<file path="config.mk">
export PLATFORM = sky130hd
export DESIGN_NAME = ex_regbank
export DESIGN_NICKNAME = d
export VERILOG_FILES = /design/src/rtl/ex_regbank.sv
export SDC_FILE = /design/constraint.sdc
export NUM_CORES = 1
export LEC_CHECK = 0
export CAP_MARGIN = 25
export CORE_ASPECT_RATIO = 0.75
export CORE_UTILIZATION = 48
export CTS_CLUSTER_SIZE = 28
export DETAILED_ROUTE_END_ITERATION = 12
export PLACE_DENSITY = 0.82
export SLEW_MARGIN = 30
export SYNTH_ARGS = -nofsm -noshare
export SYNTH_HDL_FRONTEND = slang
export SYNTH_SLANG_ARGS = --single-unit
</file>
<file path="constraint.sdc">
create_clock -name clk_sys -period 2.3 [get_ports clk_sys]
set_input_delay 0.46 -clock clk_sys [delete_from_list [all_inputs] [get_ports clk_sys]]
set_output_delay 0.46 -clock clk_sys [all_outputs]
set_load 0.05 [all_outputs]
</file>
<file path="src/rtl/ex_regbank.sv">
// ex_regbank: double-buffered, byte-addressable register bank on the fx bus.
// Shadow bytes are written over fx_*, copied to the active bank on commit, and the
// active bank (or a counter test pattern) drives the wide exp_data output.
module ex_regbank #(
  parameter int unsigned   EXP_W   = 256,
  parameter logic [1023:0] RST_PAT = 1024'h1234567890abcdef55aa55aa55aa55aa,
  parameter logic [7:0]    VERSION = 8'h02
) (
  input  logic             clk_sys,
  input  logic             rst_n,
  input  logic             fx_wr,
  input  logic [15:0]      fx_waddr,
  input  logic [7:0]       fx_data,
  input  logic             fx_rd,
  input  logic [15:0]      fx_raddr,
  output logic [7:0]       fx_q,
  input  logic [5:0]       mod_id,
  output logic [EXP_W-1:0] exp_data,
  output logic             exp_upd
);

  localparam int unsigned NB    = EXP_W / 8;
  localparam int unsigned CNT_W = 32;
  localparam int unsigned DIV_W = 8;

  localparam logic [7:0] OFF_CTRL   = 8'h80;
  localparam logic [7:0] OFF_STATUS = 8'h81;
  localparam logic [7:0] OFF_VER    = 8'h82;
  localparam logic [7:0] OFF_PATDIV = 8'h83;
  localparam logic [7:0] OFF_LAST   = 8'(NB - 1);

  localparam logic [EXP_W-1:0] RST_V = RST_PAT[EXP_W-1:0];

  // Register state
  logic [EXP_W-1:0] shadow_q,   shadow_d;
  logic [EXP_W-1:0] active_q,   active_d;
  logic [EXP_W-1:0] exp_data_q, exp_data_d;
  logic             exp_upd_q,  exp_upd_d;
  logic             pat_en_q,   pat_en_d;
  logic             auto_q,     auto_d;
  logic             pend_q,     pend_d;
  logic [DIV_W-1:0] pat_div_q,  pat_div_d;
  logic [DIV_W-1:0] div_per_q,  div_per_d;
  logic [DIV_W-1:0] div_cnt_q,  div_cnt_d;
  logic [CNT_W-1:0] pat_cnt_q,  pat_cnt_d;
  logic [7:0]       rdata_q,    rdata_d;

  // Decoded bus strobes
  logic       wsel, rsel;
  logic [7:0] woff, roff;
  logic       shadow_wr, ctrl_wr, div_wr;
  logic       commit;
  logic       pat_rise;
  logic [EXP_W-1:0] pat_vec;

  // Upper address bits are don't-care for decode
  logic unused_addr;
  assign unused_addr = ^{fx_waddr[15:14], fx_raddr[15:14]};

  // Module select and offset decode for both ports
  always_comb begin
    wsel      = fx_wr && (fx_waddr[13:8] == mod_id);
    rsel      = fx_rd && (fx_raddr[13:8] == mod_id);
    woff      = fx_waddr[7:0];
    roff      = fx_raddr[7:0];
    shadow_wr = wsel && (32'(woff) < NB);
    ctrl_wr   = wsel && (woff == OFF_CTRL);
    div_wr    = wsel && (woff == OFF_PATDIV);
    // Auto-commit fires on the last shadow byte; AUTO_COMMIT lives in a different
    // register, so its pre-write value is the one that applies.
    commit    = (ctrl_wr && fx_data[0]) || (auto_q && shadow_wr && (woff == OFF_LAST));
  end

  // Shadow bank byte write and commit into the active bank
  always_comb begin
    shadow_d = shadow_q;
    for (int unsigned i = 0; i < NB; i++) begin
      if (shadow_wr && (woff == 8'(i))) begin
        shadow_d[8*i +: 8] = fx_data;
      end
    end
    // The committed image includes a byte written on the same edge
    active_d  = commit ? shadow_d : active_q;
    exp_upd_d = commit;
    if (commit) begin
      pend_d = 1'b0;
    end else if (shadow_wr) begin
      pend_d = 1'b1;
    end else begin
      pend_d = pend_q;
    end
  end

  // Control and divider-period registers
  always_comb begin
    pat_en_d  = pat_en_q;
    auto_d    = auto_q;
    pat_div_d = pat_div_q;
    if (ctrl_wr) begin
      pat_en_d = fx_data[1];
      auto_d   = fx_data[2];
    end
    if (div_wr) begin
      pat_div_d = fx_data;
    end
    pat_rise = !pat_en_q && pat_en_d;
  end

  // Pattern counter: one step per (period+1) cycles; the period is latched at each
  // reload so a PAT_DIV write mid-count cannot shorten or stretch the current step.
  always_comb begin
    pat_cnt_d = pat_cnt_q;
    div_cnt_d = div_cnt_q;
    div_per_d = div_per_q;
    if (pat_rise) begin
      pat_cnt_d = '0;
      div_cnt_d = '0;
      div_per_d = pat_div_q;
    end else if (pat_en_q) begin
      if (div_cnt_q == div_per_q) begin
        div_cnt_d = '0;
        div_per_d = pat_div_q;
        pat_cnt_d = pat_cnt_q + CNT_W'(1);
      end else begin
        div_cnt_d = div_cnt_q + DIV_W'(1);
      end
    end
  end

  // Output image: counter replicated across the bus, or the active bank
  always_comb begin
    pat_vec = '0;
    for (int unsigned i = 0; i < EXP_W; i++) begin
      pat_vec[i] = pat_cnt_d[i % CNT_W];
    end
    exp_data_d = pat_en_d ? pat_vec : active_d;
  end

  // Readback mux; reads see pre-write state and idle cycles drive 0 for bus OR-ing
  always_comb begin
    rdata_d = '0;
    if (rsel) begin
      if (32'(roff) < NB) begin
        for (int unsigned i = 0; i < NB; i++) begin
          if (roff == 8'(i)) begin
            rdata_d = shadow_q[8*i +: 8];
          end
        end
      end else begin
        case (roff)
          OFF_CTRL:   rdata_d = {5'b0, auto_q, pat_en_q, 1'b0};
          OFF_STATUS: rdata_d = {6'b0, pat_en_q, pend_q};
          OFF_VER:    rdata_d = VERSION;
          OFF_PATDIV: rdata_d = pat_div_q;
          default:    rdata_d = '0;
        endcase
      end
    end
  end

  // State registers
  always_ff @(posedge clk_sys or negedge rst_n) begin
    if (!rst_n) begin
      shadow_q   <= RST_V;
      active_q   <= RST_V;
      exp_data_q <= RST_V;
      exp_upd_q  <= 1'b0;
      pat_en_q   <= 1'b0;
      auto_q     <= 1'b0;
      pend_q     <= 1'b0;
      pat_div_q  <= '0;
      div_per_q  <= '0;
      div_cnt_q  <= '0;
      pat_cnt_q  <= '0;
      rdata_q    <= '0;
    end else begin
      shadow_q   <= shadow_d;
      active_q   <= active_d;
      exp_data_q <= exp_data_d;
      exp_upd_q  <= exp_upd_d;
      pat_en_q   <= pat_en_d;
      auto_q     <= auto_d;
      pend_q     <= pend_d;
      pat_div_q  <= pat_div_d;
      div_per_q  <= div_per_d;
      div_cnt_q  <= div_cnt_d;
      pat_cnt_q  <= pat_cnt_d;
      rdata_q    <= rdata_d;
    end
  end

  assign fx_q     = rdata_q;
  assign exp_data = exp_data_q;
  assign exp_upd  = exp_upd_q;

endmodule

</file>
* Yosys cells after proc, flatten, opt, wreduce, memory -nomap -nowiden
Cells that the tools add are included.
** Cells by class
- Add/subtract/negate cells :: 2
- Magnitude comparators :: 2
- Eq/ne operators :: 71
- Muxes and demuxes :: 81
- Reductions and logical operators :: 49
** Operators by type and width (number)
- $mux W8 :: 72
- $mux W256 :: 2
- $eq A8 B5 Y1 const B :: 32
- $eq A8 B4 Y1 const B :: 16
- $mux W32 :: 3
- $eq A8 B3 Y1 const B :: 8
- $eq A8 B8 Y1 const B :: 6
- $logic_and A1 B1 Y1 :: 41
- $add A32 B1 Y32 const B :: 1
- $eq A8 B2 Y1 const B :: 4
- $pmux W8 S4 :: 1
- $eq A8 B1 Y1 const B :: 2
- $logic_not A8 Y1 :: 2
- $lt A8 B6 Y1 const B :: 2
- $eq A6 B6 Y1 :: 2
- $add A8 B1 Y8 const B :: 1
- $eq A8 B8 Y1 :: 1
- $reduce_bool A2 Y1 :: 3
- $mux W1 :: 3
- $reduce_and A2 Y1 :: 1
- $logic_not A1 Y1 :: 1
- $logic_or A1 B1 Y1 :: 1
** Word-level totals
- Register bits after elaboration :: 836
- Output and inout bits :: 265
- Word-level logic and storage cells :: 217

* Depth between registers and ports, before layout
Gate-level depths: netlist of run 1.
- Word-level depth :: 35
- Depth in mapped cells :: 11
- Gate-level depth less buffers :: 7

* Worst setup path before layout of run 1
Ideal clock, no wire load.
- Path type :: input -> register
- Start :: input port fx_waddr[6]
- End :: register exp_data_q[103], in the netlist exp_data[103]
- Library setup time :: 0.121 ns
- Arrival :: 2.512 ns
- Path slack :: -0.333 ns
- Stages on the path :: 7
- Cell sequence :: or4b_1 > nor4_2 > mux2i_1 > nor2_2 > buf_4 > buf_2 > a22o_1
** On the way
- Longest elaborated chain between the ends :: 7
** Ends and longest elaborated chain
- start: declaration :: line 12 : input logic [15:0] fx_waddr,
- $lt A8 B6 Y1 :: line 66 : shadow_wr = wsel && (32'(woff) < NB);
- $logic_and A1 B1 Y1 :: line 66
- $logic_and A1 B1 Y1 (2 in a row) :: line 71 : commit = (ctrl_wr && fx_data[0]) || (auto_q && shadow_wr && (woff == OFF_LAST));
- $logic_or A1 B1 Y1 :: line 71
- $mux W256 :: line 83 : active_d = commit ? shadow_d : active_q;
- $mux W256 * :: line 136 : exp_data_d = pat_en_d ? pat_vec : active_d;
- net exp_data_d[103] :: line 37 : logic [EXP_W-1:0] exp_data_q, exp_data_d;
- end signal: assignment :: line 179 : exp_data_q <= exp_data_d;
- end: declaration :: line 37
Mark *: on every way through the listed nets, which the timed path passes. The rest lies on a longest branch.
A chain may end at the register's enable or synchronous reset.

* Worst setup path after layout of run 1
- Start :: register div_per_q[0]
- End :: register exp_data_q[189], in the netlist exp_data[189]
** On the way
- Longest elaborated chain between the ends :: 5
** Ends and longest elaborated chain
- start: declaration :: line 43 : logic [DIV_W-1:0] div_per_q, div_per_d;
- start signal: assignment :: line 185 : div_per_q <= div_per_d;
- $eq A8 B8 Y1 :: line 120 : if (div_cnt_q == div_per_q) begin
- $mux W32 :: line 120
- $mux W32 :: line 119 : end else if (pat_en_q) begin
- $mux W32 :: line 115 : if (pat_rise) begin
- $mux W256 :: line 136
- net exp_data_d[189] :: line 37
The timed path passes the listed nets, and every way through them passes these cells.

==> summary.md, run 1 <==
| Metric | Value |
|---|---|
| Status | finished, violations left |
| Violated checks | negative setup slack |
| Worst hold path class | in -> async |
| CTS Buf Count | between 80 and 90 |
| Max-Cap Viols | 0 |
| Root Driver | clkbuf_16 |
| Post-Synthesis Cells | 3089 |
| Most frequent cells in the layout | dfrtp_1 (644), buf_4 (544), nor2_1 (316) |
| Pin count of the biggest net entering global routing | between 100 and 150 |
| Worst setup EP type | flop |
| RSZ-0062 raised after global routing | true |
| Die area | about 0.075 sq mm |
| DR iter-0 viols | 4224 |
| Longest Clk Path Bufs | 3 |
| Fin Clk Skew | 27.7 ps |
| Gr ovfl total | 0 |
| WL/cell | 29.7 um |
| Worst-skew pair later-pin latency | 670 ps |
| Slew headroom | 50.7% |
| Final HPWL DP | 96100 um |
| CTS tree | yes |
| Fin crit period | about 3000 ps |
| Setup WS post-layout | -690 ps |
| Vias in the first global route | a little over 30k |
| Register area share after synthesis | 59.7% |
| Pleak | ~27 nW |
| Ports | between 300 and 400 |
| Endpoints failing setup | 290 |
| Hold slack | 245 ps |
| FF-to-FF setup slack | -690 ps |
| IO buf count | between 300 and 400 |
| R2R cell count | 11 |
| EDFF count, synth | 0 |
| CP max FO | 5 |
| Crit path DAT | 3520 ps |
| Synthesized cell area | 0.0355 sq mm |
| Post-placement cell count | 4797 |
| Critical Path Source Type | flop |
| Initial antenna violation count | 20 |
| Worst-margin pin slew | approximately 740 ps |
| Core area | 0.0724 sq mm |
| Final wirelength | 150000 um |
| Final Hold Viols | 0 |
| IR drop worst, VDD | 576 uV |
| Core Util, Final | 69.2% |
| FF-to-FF End | exp_data[189] |
| Crit path required time | about 2800 ps |
| Cell variety after synth | 79 |
| Die H | 237 um |
| Htree depth | 3 |
| Final Max Tran Viols | 0 |
| RePlAce Congestion | about 1.1 |
| Mean post-synth cell area | between 10 and 15 sq um |
| Ys async rst share | 100% |
| Nets@finish | ~4.1k |
| Max Clk Rate | around 0.33 GHz |
| Pre-antenna DRT Iters | 9 |
| First-pass GRT wire length | approximately 210000 um |
| Synthesis-to-layout area growth | 41.2% |
| Share of cells above drive strength 1 | 32.1% |
| Row count | 85 |
| Post-route clock period utilization | 130% |
| Finished Layout Cells | 5055 |
| Worst r2r src | div_per_q[0] |
| Post-synth net total | 3141 |
| Most common cell after layout, fill and taps aside | dfrtp_1 |
| Die Wd | approximately 320 um |
| GRT Resource Usage Total | 38.3% |
| Vias | 30.8k |
| DRC viols | 0 |
| Filler cells | ~4.7k |
| Yosys warnings | 0 |
| DR vias/cell | 6.09 |
| Total power per unit cell area | 602 mW/mm^2 |
| WS Path Type | reg -> reg |
| Post-route ant nets | 0 |
| Flip-flop and latch count after synthesis | ~840 |
| Primary FF master, synth | dfrtp_1 |
| Clk sinks | 836 |
| Initial Util | between 40 and 50% |
| Reg clk slew, reported paths | ~70 ps |
## per-stage QoR
stage / worst slack, ps / power [mW] / setup TNS (ps) / instance area [sq um]
after floorplan: -162 / 15.5 / -30190 / 36100
after CTS: -439 / 30.0 / -54450 / 49200
after detailed placement: -1020 / 16.5 / -579910 / 45000
after global placement: -1010 / 16.5 / -553700 / 45000
after global routing: -666 / 30.8 / -124400 / 50100
final: -690 / 30.2 / -120360 / 50100
## synth_stat cells (7+ instances only)
| library cell | number | share of area, % |
|---|---|---|
| buf_1 | 11 | 0.12 |
| inv_1 | 268 | 2.8 |
| clkbuf_1 | 123 | 1.3 |
| a21oi_1 | 321 | 4.5 |
| buf_2 | 49 | 0.69 |
| nand2_1 | 94 | 0.99 |
| o31ai_1 | 7 | 0.15 |
| xnor2_1 | 34 | 0.84 |
| a21bo_1 | 216 | 6.1 |
| a221oi_1 | 8 | 0.20 |
| nor3_1 | 28 | 0.40 |
| and3_1 | 10 | 0.18 |
| nor4_1 | 11 | 0.19 |
| nand3_1 | 34 | 0.48 |
| o211ai_1 | 8 | 0.17 |
| a31oi_1 | 9 | 0.16 |
| xor2_1 | 17 | 0.42 |
| dfrtp_1 | 644 | 45 |
| a22oi_1 | 11 | 0.23 |
| dfstp_2 | 192 | 14 |
| nor2_1 | 341 | 3.6 |
| o21a_1 | 7 | 0.15 |
| o22ai_1 | 22 | 0.39 |
| a211oi_1 | 10 | 0.21 |
| a22o_1 | 50 | 1.2 |
| and2_1 | 7 | 0.12 |
| mux2_2 | 24 | 0.76 |
| nor3_2 | 16 | 0.45 |
| nand2b_1 | 24 | 0.42 |
| o21ai_0 | 41 | 0.58 |
| mux2i_1 | 277 | 7.8 |
| nor3_4 | 17 | 0.78 |
| nor2b_1 | 19 | 0.34 |
| nand4_1 | 23 | 0.41 |
## metal layers
metal  global-route usage [%]  up-vias  routed length [um]
met3                     12.7      521               20500
li1                         -    12500                   -
met5                        0        -                  41
met4                     19.9        6                8890
met2                     54.6     2383               64000
met1                     51.9    15400               56600
## worst max-delay path by stage
stage / from / to / slack (ps) / cells past startpoint
finish: div_per_q[0] / exp_data[189] / -690 / 11
global route: div_per_q[0] / exp_data[189] / -670 / 11
CTS: div_per_q[5] / exp_data[184] / -440 / 9
detailed placement: fx_waddr[6] / exp_data[130] / -1020 / 10
global placement: fx_waddr[6] / exp_data[130] / -1010 / 10
floorplan: fx_waddr[6] / div_per_q[0] / -160 / 5
## cell type report
type                    instances  area, sq um  share of cell area (%)
diodes                         20         50.0                  0.0999
clock buffers                 116         2370                    4.73
clock inverters                33          342                   0.682
inverters                     270         1010                    2.02
multi-input cells            1796        13800                    27.5
flip-flops and latches        836        21200                    42.2
well taps                     957         1200                    2.39
repair buffers               1027        10200                    20.3
## worst max-delay path, stage by stage (launching register included)
cell and delay (ps):
dfrtp_1 420, xor2_1 190, nor4_2 410, buf_4 210, buf_6 120, buf_6 100, nand3_4 90, nor4_4 410
xnor2_2 190, nand2b_4 330, buf_12 170, a21bo_1 210
## what timing repair did
action / CTS / global route
hold buffers: 1 / 0
gates cloned: 8 / 5
gates resized for setup: 342 / 161
pin swaps: 41 / 57
setup endpoints to repair: 660 / 548
hold endpoints to repair: 95 / 0
setup buffers: 62 / 41
## kinds of logic (layout without fill, tap and decap cells)
family                   Yosys count  after routing  share of synthesized area, %
flip-flops                       836            836                          59.7
AO/OA/AOI/OAI                    772            772                          15.6
AND/OR/NAND/NOR                  664            664                          9.38
buffers and inverters            457           1446                          5.05
multiplexers                     307            307                          8.96
XOR/XNOR                          51             51                          1.26
adder cells (fa/ha/maj)            2              2                        0.0705
other                              0             20                             0
## sequential cells by signal, indices dropped and copies added, names as in the netlist, 8 cells and up
register / count
shadow_q: 256
exp_data: 256
pat_div_q: 8
fx_q: 8
pat_cnt_q: 32
div_per_q: 8
active_q: 256
div_cnt_q: 8
## where the power goes
group          switching (mW)  internal, mW
registers              0.0244          14.8
clock network            6.17          7.71
logic                   0.992         0.521
total                    7.18          23.0
Power figures use the tool's default switching activity.
==> run 2, diff against run 1 <==
DONT_BUFFER_PORTS = 1   (was not set)
PLACE_DENSITY = 0.76   (was 0.82)
==> summary.md, run 2 (same netlist as run 1, synthesis figures left out) <==
| Metric | Value |
|---|---|
| Max Clk Rate | 0.357 GHz |
| Worst hold path class | in -> async |
| Die H | around 240 um |
| DR vias/cell | around 6.1 |
| Post-route clock period utilization | 122% |
| CP max FO | 8 |
| Root Driver | clkbuf_16 |
| Hold slack | -472 ps |
| Total Power | 29.5 mW |
| DR iter-0 viols | 3962 |
| Worst-margin pin slew | 1170 ps |
| Synthesis-to-layout area growth | 28.6% |
| Setup TNS | -77080 ps |
| Gr ovfl total | 0 |
| Core Util, Final | 63.0% |
| Setup WS post-layout | -502 ps |
| Worst setup EP type | flop |
| Worst-skew pair later-pin latency | 650 ps |
| Pleak | about 25 nW |
| IR drop worst, VDD | 556 uV |
| RePlAce Congestion | between 1 and 1.5 |
| Violated checks | negative hold slack, negative setup slack |
| Max-Cap Viols | 0 |
| Initial antenna violation count | 13 |
| Post-route ant nets | 0 |
| Vias | approximately 28k |
| Final Cell Area | 0.0456 sq mm |
| Row count | 85 |
| Worst r2r src | div_per_q[1] |
| Htree depth | 3 |
| Ports | 315 |
| First-pass GRT wire length | 194000 um |
| Share of cells above drive strength 1 | just over 30% |
| Final HPWL DP | 89000 um |
| Slew headroom | 21.6% |
| R2R cell count | 9 |
| CTS Buf Count | 81 |
| IO buf count | 0 |
| CTS tree | yes |
| Nets@finish | 3637 |
| Status | finished, violations left |
| Cell area after placement | 0.0409 sq mm |
| Most common cell after layout, fill and taps aside | dfrtp_1 |
| Final Max Tran Viols | 0 |
| Final wirelength | ~140000 um |
| FF-to-FF End | exp_data[205] |
| Vias in the first global route | 27.5k |
| Crit path DAT | roughly 3300 ps |
| Pin count of the biggest net entering global routing | 837 |
| Critical Path Source Type | flop |
| GRT Resource Usage Total | 36.4% |
| Fin crit period | 2800 ps |
| Fin Clk Skew | 36.1 ps |
| Clk sinks | 836 |
| DRC viols | 0 |
| Longest Clk Path Bufs | 3 |
| Final Hold Viols | 120 |
| FF-to-FF setup slack | -500 ps |
| Crit path required time | 2810 ps |
| Total power per unit cell area | 648 mW/mm^2 |
| Initial Util | 49.0% |
| RSZ-0062 raised after global routing | true |
| Most frequent cells in the layout | dfrtp_1 (644), buf_4 (451), nor2_1 (320) |
| Core area | 0.0724 sq mm |
| Die Wd | 316 um |
| Endpoints failing setup | approximately 270 |
| WL/cell | 30.1 um |
| WS Path Type | reg -> reg |
| Pre-antenna DRT Iters | 7 |
| Reg clk slew, reported paths | ~70 ps |
| Die area | 0.0750 sq mm |
## run 2: changes by cell type in the layout (fill, tap and decap cells not counted), moves of 7 or more
cell	before	now
a21oi_1	296	319
a21oi_2	25	3
buf_12	105	88
buf_4	544	451
buf_6	47	39
clkbuf_2	7	0
clkdlybuf4s15_1	7	0
clkdlybuf4s50_1	138	0
diode_2	20	11
dlygate4sd2_1	136	0
dlymetal6s2s_1	12	0
## run 2: metal layers
metal	GRT usage, %	vias to the layer above	part of all wire (%)
li1	-	11600	-
met1	49.3	14300	39
met2	50.2	1932	42
met3	14.5	397	14
met4	18.5	4	6.0
met5	0	-	0.016
## run 2: final cells by class
class	count	area, sq um
multi-input cells	1796	13600
diodes	11	27.5
well taps	957	1200
inverters	270	1010
fillers	5242	26800
clock inverters	29	285
repair buffers	600	5920
flip-flops and latches	836	21200
clock buffers	119	2420
## run 2: timing repair
item | CTS | global route
cloned | 2 | 2
hold buffers | 10 | 1
gates resized for setup | 140 | 85
endpoints found under the setup margin | 216 | 433
pin swaps | 56 | 41
hold endpoints to repair | 891 | 153
buffers inserted | 66 | 31
## run 2: worst max-delay path, cell delays in order (launching register included)
cell and delay (ps):
dfrtp_1 400, xor2_1 190, nor4_2 380, buf_4 200
nand4_1 250, buf_6 250, nor4_4 200, xnor2_2 160
nand2b_4 350, a21bo_1 280
## run 2: metrics by stage
step                      cells  setup slack, ps
after floorplan            3089             -162
after global placement     4374             -615
after detailed placement   4374             -629
after CTS                  4597             -305
after global routing       4609             -507
final                      4618             -502
## run 2: worst max path at each step
stage / from / end / slack (ps) / depth (start not counted)
finish: div_per_q[1] / exp_data[205] / -500 / 9
global route: div_per_q[1] / exp_data[205] / -510 / 9
CTS: div_per_q[0] / exp_data[159] / -300 / 9
detailed placement: mod_id[2] / exp_data[82] / -630 / 11
global placement: mod_id[4] / exp_data[82] / -610 / 11
floorplan: fx_waddr[6] / div_per_q[0] / -160 / 5
## run 2: power by group
group / internal (mW) / switching (mW) / total [mW]
combinational: 0.325 / 0.685 / 1.01
clock: 7.80 / 5.90 / 13.7
sequential: 14.8 / 0.0773 / 14.8
total: 22.9 / 6.66 / 29.5
